## src/rtl/riscv_fetch_pkg.sv

```systemverilog
// Shared types and sizing helpers for the instruction fetch stage.
// Latency: n/a (package only).
// Backpressure: n/a (package only).
// Contents: default queue depth, pointer/count width helpers, queue entry struct.
package riscv_fetch_pkg;

    localparam int FETCH_DEPTH      = 4;
    localparam int FETCH_ADDR_WIDTH = 32;
    localparam int FETCH_DATA_WIDTH = 32;

    // Pointer width: indexes DEPTH entries (power of two, so wrap is free).
    function automatic int ptr_width(input int depth);
        return (depth > 1) ? $clog2(depth) : 1;
    endfunction

    // Count width: one extra bit so the value DEPTH itself is representable.
    function automatic int cnt_width(input int depth);
        return $clog2(depth) + 1;
    endfunction

    // Entry fields are sized by the package widths; the fetch stage
    // parameters must not exceed them.
    typedef struct packed {
        logic [FETCH_ADDR_WIDTH-1:0] pc;
        logic [FETCH_DATA_WIDTH-1:0] data;
        logic                        filled;
    } fetch_entry_t;

endpackage

```

## src/rtl/instruction_fetch_stage_fetch_queue.sv

```systemverilog
// In-order fetch queue: alloc at tail on request, fill in order on response, pop at head.
// Latency: fill visible at head_filled the cycle after the filling edge.
// Backpressure: none internally; caller gates alloc with credit and pop with head_filled.
// Ports: clk/rst_n, clear, alloc+alloc_pc, fill+fill_data, pop; head_* view, count, unfilled.
module fetch_queue
    import riscv_fetch_pkg::*;
#(
    parameter int DEPTH      = FETCH_DEPTH,
    parameter int ADDR_WIDTH = FETCH_ADDR_WIDTH,
    parameter int DATA_WIDTH = FETCH_DATA_WIDTH
) (
    input  logic                        clk,
    input  logic                        rst_n,
    input  logic                        clear,
    input  logic                        alloc,
    input  logic [ADDR_WIDTH-1:0]       alloc_pc,
    input  logic                        fill,
    input  logic [DATA_WIDTH-1:0]       fill_data,
    input  logic                        pop,
    output logic [ADDR_WIDTH-1:0]       head_pc,
    output logic [DATA_WIDTH-1:0]       head_data,
    output logic                        head_filled,
    output logic [cnt_width(DEPTH)-1:0] count,
    output logic [cnt_width(DEPTH)-1:0] unfilled
);

    localparam int PW = ptr_width(DEPTH);
    localparam int CW = cnt_width(DEPTH);

    fetch_entry_t  entries [DEPTH];
    logic [PW-1:0] alloc_ptr;
    logic [PW-1:0] fill_ptr;
    logic [PW-1:0] head_ptr;
    logic [CW-1:0] count_q;
    logic [CW-1:0] unfilled_q;
    logic          not_empty;

    assign not_empty   = (count_q != '0);
    assign head_filled = not_empty & entries[head_ptr].filled;
    assign head_pc     = not_empty ? ADDR_WIDTH'(entries[head_ptr].pc)   : '0;
    assign head_data   = not_empty ? DATA_WIDTH'(entries[head_ptr].data) : '0;
    assign count       = count_q;
    assign unfilled    = unfilled_q;

    // alloc, fill and pop always hit different entries: fill only targets
    // allocated-unfilled slots, pop only a filled head, alloc only a free tail.
    always_ff @(posedge clk or negedge rst_n) begin
        if (!rst_n) begin
            for (int i = 0; i < DEPTH; i++) begin
                entries[i] <= '0;
            end
            alloc_ptr  <= '0;
            fill_ptr   <= '0;
            head_ptr   <= '0;
            count_q    <= '0;
            unfilled_q <= '0;
        end else if (clear) begin
            for (int i = 0; i < DEPTH; i++) begin
                entries[i].filled <= 1'b0;
            end
            alloc_ptr  <= '0;
            fill_ptr   <= '0;
            head_ptr   <= '0;
            count_q    <= '0;
            unfilled_q <= '0;
        end else begin
            if (alloc) begin
                entries[alloc_ptr].pc     <= FETCH_ADDR_WIDTH'(alloc_pc);
                entries[alloc_ptr].data   <= '0;
                entries[alloc_ptr].filled <= 1'b0;
                alloc_ptr                 <= alloc_ptr + PW'(1);
            end
            if (fill) begin
                entries[fill_ptr].data   <= FETCH_DATA_WIDTH'(fill_data);
                entries[fill_ptr].filled <= 1'b1;
                fill_ptr                 <= fill_ptr + PW'(1);
            end
            if (pop) begin
                entries[head_ptr].filled <= 1'b0;
                head_ptr                 <= head_ptr + PW'(1);
            end
            count_q    <= count_q + CW'(alloc) - CW'(pop);
            unfilled_q <= unfilled_q + CW'(alloc) - CW'(fill);
        end
    end

endmodule

```

## src/rtl/instruction_fetch_stage.sv

```systemverilog
// Fetch stage: PC -> imem request, in-order responses queued, {instruction, pc} to decode.
// Latency: request combinational from PC; response to INSTRUCTION_VALID one cycle.
// Backpressure: PC_READY drops when queued + squashed-in-flight reaches DEPTH; decode stalls hold head.
// Ports: PC/PC_VALID/PC_READY in, IMEM_REQ_* out, IMEM_RESP_* in, CLEAR, STALL_DECODING_STAGE, INSTRUCTION* out.
module instruction_fetch_stage
    import riscv_fetch_pkg::*;
#(
    parameter int DEPTH      = FETCH_DEPTH,
    parameter int ADDR_WIDTH = FETCH_ADDR_WIDTH,
    parameter int DATA_WIDTH = FETCH_DATA_WIDTH
) (
    input  logic                  CLK,
    input  logic                  RST_N,
    input  logic [ADDR_WIDTH-1:0] PC,
    input  logic                  PC_VALID,
    output logic                  PC_READY,
    output logic                  IMEM_REQ_VALID,
    output logic [ADDR_WIDTH-1:0] IMEM_REQ_ADDR,
    input  logic                  IMEM_REQ_READY,
    input  logic                  IMEM_RESP_VALID,
    input  logic [DATA_WIDTH-1:0] IMEM_RESP_DATA,
    input  logic                  CLEAR,
    input  logic                  STALL_DECODING_STAGE,
    output logic [DATA_WIDTH-1:0] INSTRUCTION,
    output logic [ADDR_WIDTH-1:0] PC_FETCHED,
    output logic                  INSTRUCTION_VALID
);

    localparam int CW = cnt_width(DEPTH);

    logic [CW-1:0] count;
    logic [CW-1:0] unfilled;
    logic [CW-1:0] drop;
    logic          credit;
    logic          resp_drop;
    logic          resp_fill;
    logic          head_filled;
    logic          pop;

    // Squashed responses still occupy memory slots, so they consume credit
    // until they come back; this caps outstanding requests at DEPTH.
    assign credit = ({1'b0, count} + {1'b0, drop}) < (CW+1)'(DEPTH);

    assign IMEM_REQ_VALID = PC_VALID & credit & ~CLEAR;
    assign IMEM_REQ_ADDR  = PC;
    assign PC_READY       = IMEM_REQ_VALID & IMEM_REQ_READY;

    // Squashed responses are owed first; a response with nothing owed and
    // nothing unfilled is ignored.
    assign resp_drop = IMEM_RESP_VALID & (drop != '0);
    assign resp_fill = IMEM_RESP_VALID & (drop == '0) & (unfilled != '0);

    assign INSTRUCTION_VALID = head_filled & ~CLEAR;
    assign pop               = INSTRUCTION_VALID & ~STALL_DECODING_STAGE;

    always_ff @(posedge CLK or negedge RST_N) begin
        if (!RST_N) begin
            drop <= '0;
        end else if (CLEAR) begin
            // Every unfilled entry becomes a squashed response, minus one
            // if a legitimately owed response lands in this very cycle.
            drop <= drop + unfilled - CW'(resp_drop | resp_fill);
        end else if (resp_drop) begin
            drop <= drop - CW'(1);
        end
    end

    fetch_queue #(
        .DEPTH      (DEPTH),
        .ADDR_WIDTH (ADDR_WIDTH),
        .DATA_WIDTH (DATA_WIDTH)
    ) u_fetch_queue (
        .clk         (CLK),
        .rst_n       (RST_N),
        .clear       (CLEAR),
        .alloc       (PC_READY),
        .alloc_pc    (PC),
        .fill        (resp_fill),
        .fill_data   (IMEM_RESP_DATA),
        .pop         (pop),
        .head_pc     (PC_FETCHED),
        .head_data   (INSTRUCTION),
        .head_filled (head_filled),
        .count       (count),
        .unfilled    (unfilled)
    );

endmodule

```

## config.mk

```make
export PLATFORM = sky130hd
export DESIGN_NAME = instruction_fetch_stage
export DESIGN_NICKNAME = d
export VERILOG_FILES = /design/src/rtl/riscv_fetch_pkg.sv /design/src/rtl/instruction_fetch_stage_fetch_queue.sv /design/src/rtl/instruction_fetch_stage.sv
export SDC_FILE = /design/constraint.sdc
export NUM_CORES = 1
export LEC_CHECK = 0
export CAP_MARGIN = 20
export CORE_MARGIN = 2
export CORE_UTILIZATION = 45
export DETAILED_ROUTE_END_ITERATION = 16
export PLACE_DENSITY_LB_ADDON = 0.12
export SLEW_MARGIN = 20
export SYNTH_ARGS = -nofsm -noshare
export SYNTH_HDL_FRONTEND = slang
export SYNTH_SLANG_ARGS = --single-unit
```

## constraint.sdc

```tcl
create_clock -name CLK -period 3.3 [get_ports CLK]
set_input_delay 0.66 -clock CLK [delete_from_list [all_inputs] [get_ports CLK]]
set_output_delay 0.66 -clock CLK [all_outputs]
set_load 0.02 [all_outputs]
```

# Word-level counts from Yosys, hierarchy flattened
# Cells that the tools add are included.
# word_totals
regBits,275
output_inout_bits,99
# classes
addsub,11
magnitude_cmp,7
n_mux,42
bitwise,15
n_reduce_logical,11
# ops
op,n
bitwise mux 260 bit,6
2-to-1 mux 260 bit,5
demux 65 bit (select 2 bit),6
2-to-1 mux 65 bit,3
binary-select mux 65 bit (select 2 bit),1
2-to-1 mux 33 bit,2
2-to-1 mux 32 bit,2
2-to-1 mux 2 bit,6
2-to-1 mux 3 bit,4
AND 1 bit,9
>= comparator 3 bit (second input constant),3
< comparator 3 x 1 -> 1 bit (second input constant),3
inverter 2 -> 3 bit,3
nonzero test 3 bit,3
subtractor 3 x 1 -> 3 bit,3
nonzero test 2 bit,4
2-to-1 mux 1 bit,7
adder 2 x 1 -> 2 bit (second input constant),3
adder 3 x 1 -> 3 bit,2
adder 3 x 3 -> 4 bit,1
< comparator 4 x 3 -> 1 bit (second input constant),1
adder 3 bit,1
logical AND 1 bit,3
logical NOT 3 bit,1
3 further kinds,4

# Depth between registers and ports, before layout
# Gate-level depths: netlist of run 1.
# depth
ltp_word,17
mapped_depth,13
depth_no_buf,13

# Modules after synthesis
# A second synthesis of run 1 with hierarchy kept.
# hier_totals
cells_unflattened,908
area_unflattened_um2,13051.3
# by_module_without_submodules
mod,instances,cells_each,area_each_um2,seq_area_each_um2
fetch_queue,1,837,12438.2,6806.5
instruction_fetch_stage,1,71,613.1,75.1

# Least setup slack after synthesis of run 1
# Ideal clock, no wire load.
# synth_timing
path_type,input -> register
startpoint,input port CLEAR
endpoint,"register u_fetch_queue.count_q[2], in the netlist u_fetch_queue.count[2]"
setup_time_ns,0.132
arrival_time_ns,2.693
required_time_ns,3.168
setup_slack_ns,0.475
stages,12
path_cell_list,clkbuf_1 buf_2 buf_1 nor2b_1 ha_1 inv_1 ha_1 inv_1 fa_1 xor2_1 xnor2_1 nor2_1
# synth_between
elab_chain_cells,6
word_cells_on_any_way,8
# synth_rtl
element,line_no,text
from (decl),instruction_fetch_stage.sv:22,"input logic CLEAR,"
inverter 1 bit,"instruction_fetch_stage.sv:44, instruction_fetch_stage.sv:53",
AND 1 bit,instruction_fetch_stage.sv:44,assign IMEM_REQ_VALID = PC_VALID & credit & ~CLEAR;
AND 1 bit,instruction_fetch_stage.sv:46,assign PC_READY = IMEM_REQ_VALID & IMEM_REQ_READY;
adder 3 x 1 -> 3 bit,instruction_fetch_stage_fetch_queue.sv:82,count_q <= count_q + CW'(alloc) - CW'(pop);
subtractor 3 x 1 -> 3 bit,instruction_fetch_stage_fetch_queue.sv:82,
2-to-1 mux 3 bit *,instruction_fetch_stage_fetch_queue.sv:57,end else if (clear) begin
to (signal assigned),instruction_fetch_stage_fetch_queue.sv:82,
to (decl),instruction_fetch_stage_fetch_queue.sv:34,logic [CW-1:0] count_q;
# Every way passes the cells marked *; elsewhere a longest branch is shown, timed or not.
# A chain may end at the register's enable or synchronous reset.

# Worst setup path after layout of run 1
# layout_timing
startpoint,register u_fetch_queue.head_ptr[0]
endpoint,output port INSTRUCTION[18]
# layout_between
elab_chain_cells,5
# layout_rtl
element,line_no,text
from (decl),instruction_fetch_stage_fetch_queue.sv:33,logic [PW-1:0] head_ptr;
from (signal assigned),instruction_fetch_stage_fetch_queue.sv:80,head_ptr <= head_ptr + PW'(1);
inverter 2 -> 3 bit (not written as such),instruction_fetch_stage_fetch_queue.sv:41,assign head_data = not_empty ? DATA_WIDTH'(entries[head_ptr].data) : '0;
binary-select mux 65 bit (select 2 bit),instruction_fetch_stage_fetch_queue.sv:41,
2-to-1 mux 65 bit (2 in a row),--,
2-to-1 mux 32 bit,instruction_fetch_stage_fetch_queue.sv:41,
to (decl),instruction_fetch_stage.sv:24,"output logic [DATA_WIDTH-1:0] INSTRUCTION,"
# Every way passes these cells. The select of a mux whose other input is x is not followed.

==> results.toml, run 1 <==
[global_routing]
grt_pass1_vias = 10000
grt.busiest_layer = "met2"
grt_pass1_wl_um = 57700
track_usage_pct = 22.2
grt_max_degree = 97
globalRouteOverflowTotal = 0
groute.layer.met2.usage_pct = 37.5
use_met1_pct = 30.0
globalRouteMet3Util_pct = 3.83
antenna_found_initial = 2

[routing]
routed_wl_um = 36000
avgRoutedWirePerCell_um = 21.0
drc_errors = 0
drt_iter0_drc = 547
vias_per_cell = 5.73
firstDrtPassIters = 5
ant_nets = 0
vias = 9799

[pwr]
leakage_nw = 7.50
p_int_mw = 7.10
clkPwrFrac_pct = 33.6
combPwrFrac_pct = 22.5
p_sw_mw = 2.61
ir_drop_uv = 373
power_mw = 9.71
seqPwrFrac_pct = 43.9
p_sw_share_pct = 26.9
powerDensity_nw_per_um2 = 571

[setup_path]
cp_num_buf_inv = 2
critical-path-top-delay-family = "buffers and inverters"
critPathArrivalTime_ps = 2540
crit_path_max_incr_delay_ps = 550
cp.required_ps = 2640
path_cells = "buf_12 -> mux4_2 -> nor2b_1 -> clkdlybuf4s50_1"
crit_type = "reg2out"
path_max_fanout = 16
slowest_stage = "clkdlybuf4s50_1"
startpoint_type = "flip-flop"
end_kind = "output pin"

[die]
die_w_um = 180
coreArea_um2 = 30500
initial_core_util_pct = 45.6
die_area_um2 = 32300
ios = 170
die_h_um = 180
core.rowCount = 64

[synthesis]
postSynthAreaPerCell_um2 = 11.9
ys_warn_count = 0
ys_types = 40
synth_nets = 1261
syn_area_um2 = 13900
async_flop_share_pct = 100
ys_ff_latch = 275
synth_edf_count = 0
synth-seq-area-share_pct = 49.5
postSynthCellCount = 1164
synth-main-ff-cell = "dfrtp_1"

[cells_and_area]
n_fill_cell = 2568
multi_input_area_um2 = 6320
syn2layout_area_growth_pct = 22.4
nNetsFinal = 1394
regArea_um2 = 6890
drive_above_1_share_pct = 20.5

[timing]
finalClockSkew_ps = 10.7
fin_ws_ps = 99.8
period_share_pct = 97.0
grt_setup_unrepaired = "false"
hold_violations = 0
clock.fmax_mhz = 312
setup_viol = 0
tightest_slew_ps = 1060
min_period_ps = 3200
finalSetupTns_ps = 0
slew_violations = 0
slew-limit-headroom_pct = 29.0

[cts]
path_clk_slew_ps = 60
clockBufferDepth = 3
ctsHoldBuffers = 0
htree_levels = 1
clkLatencyLatePin_ps = 560
cts_tree = "yes"
cts-root-buf = "clkbuf_16"
cts_made_buffers = 31
cts.sinks = 275

[min_path]
worstHoldPathType = "in2async"

[place]
place_hpwl_um = 21200
place_congestion = 0.723
preCtsSetupSlack_ps = 215
port_buffers = 169

[run]
drv_cap = 0

[status]
outcome = "finished clean"
==> power groups by stage <==
stage	clock network [mW]	logic, mW	registers, mW
2_1_floorplan	0	1.52	4.21
3_3_place_gp	0	2.18	4.30
3_5_place_dp	0	2.22	4.31
6_report	3.27	2.19	4.26
5_1_grt	3.49	2.39	4.34
4_1_cts	3.35	2.22	4.26
==> path summary, 6_finish.rpt <==
path	endpoint	cells after the start	slack, ps	start
worst max-delay path	INSTRUCTION[18]	4	100	u_fetch_queue.head_ptr[0]
worst min-delay path	drop[1]	1	80	RST_N
worst max register to register	u_fetch_queue.count[2]	12	320	u_fetch_queue.head_ptr[0]
worst min register to register	flip-flop	1	490	flip-flop
max in group asynchronous	async pin	2	2250	RST_N
min in group CLK	u_fetch_queue.count[0]	2	320	CLEAR
==> synth_stat cells, drive strengths merged (2+ instances only) <==
cell type  number  share of area, %
dfrtp         275                49
nand2         139               3.8
o21ai         132               4.8
mux2          129                10
a22oi         127               6.9
buf            70               3.3
nor2b          70               3.1
mux4           65                11
clkbuf         50               1.3
ha             23               2.1
inv            22              0.59
nor2           13              0.51
xnor2           8              0.50
nor3b           6              0.36
a221oi          4              0.25
mux2i           4              0.29
nor3            4              0.18
and4b           3              0.22
fa              3              0.43
and3            2             0.090
nand2b          2             0.090
nand3           2             0.072
or3             2             0.090
xor2            2              0.13
==> logic make-up after synthesis <==
family,Yosys count,synth area share [%]
XOR/XNOR,10,0.630
multiplexers,198,21.3
buffers and inverters,142,5.24
AND/OR/NAND/NOR,247,8.85
adder cells (fa/ha/maj),26,2.50
flip-flops,275,49.5
AO/OA/AOI/OAI,266,12.0
==> cell type report <==
type / count / share of cell area (%)
Clock inverter: 5 / 0.397
Multi-Input combinational cell: 747 / 37.1
Inverter: 22 / 0.485
Tap cell: 396 / 2.91
Antenna cell: 2 / 0.0294
Sequential cell: 275 / 40.5
Timing Repair Buffer: 220 / 13.4
Clock buffer: 44 / 5.14
==> cells in the final DEF, fill, tap and decap left out, types with 23 or more instances in the layout <==
master / synthesis / layout
dfrtp_1: 275 / 273
a22oi_1: 127 / 127
mux2_2: 94 / 94
o21ai_0: 132 / 132
ha_1: 23 / 23
clkdlybuf4s50_1: 0 / 154
clkbuf_16: 0 / 31
mux2_1: 35 / 35
mux4_2: 65 / 65
nand2_1: 138 / 138
nor2b_1: 70 / 70
buf_4: 41 / 37
==> stage by stage <==
step	hold slack [ps]	instances	util, %	cell area [µm²]
finish	84.2	1711	55.8	17000
global route	113	1710	55.8	17000
CTS	106	1703	55.5	16900
detailed placement	476	1649	52.2	15900
global placement	464	1649	52.2	15900
floorplan	364	1164	-	13900
==> worst register-to-register path, delay by kind of cell (launching register included) <==
| kind | cells | cell delay [ps] |
|---|---|---|
| buf+inv | 3 | 290 |
| flops | 1 | 520 |
| fa+ha+maj | 3 | 800 |
| mux | 1 | 540 |
| xor+xnor | 2 | 300 |
| simple gates | 3 | 370 |
==> metal layers <==
| layer | vias up | wire length (µm) |
|---|---|---|
| met1 | 5012 | 15900 |
| met5 | - | 0 |
| li1 | 4460 | - |
| met4 | 0 | 726 |
| met3 | 53 | 1790 |
| met2 | 274 | 17600 |
==> timing repair <==
item / in CTS / in global routing
buffers inserted: 4 / 6
gates resized for setup: 11 / 7
setup endpoints to repair: 41 / 14
cloned: 1 / 0
(Power assumes the default switching activity.)
==> run 2, diff against run 1 <==
Settings changed: HOLD_SLACK_MARGIN from default to 0.05, SLEW_MARGIN 20 to 5.
==> results of run 2 <==
Final layout, timing and power as in run 1 (identical DEF).
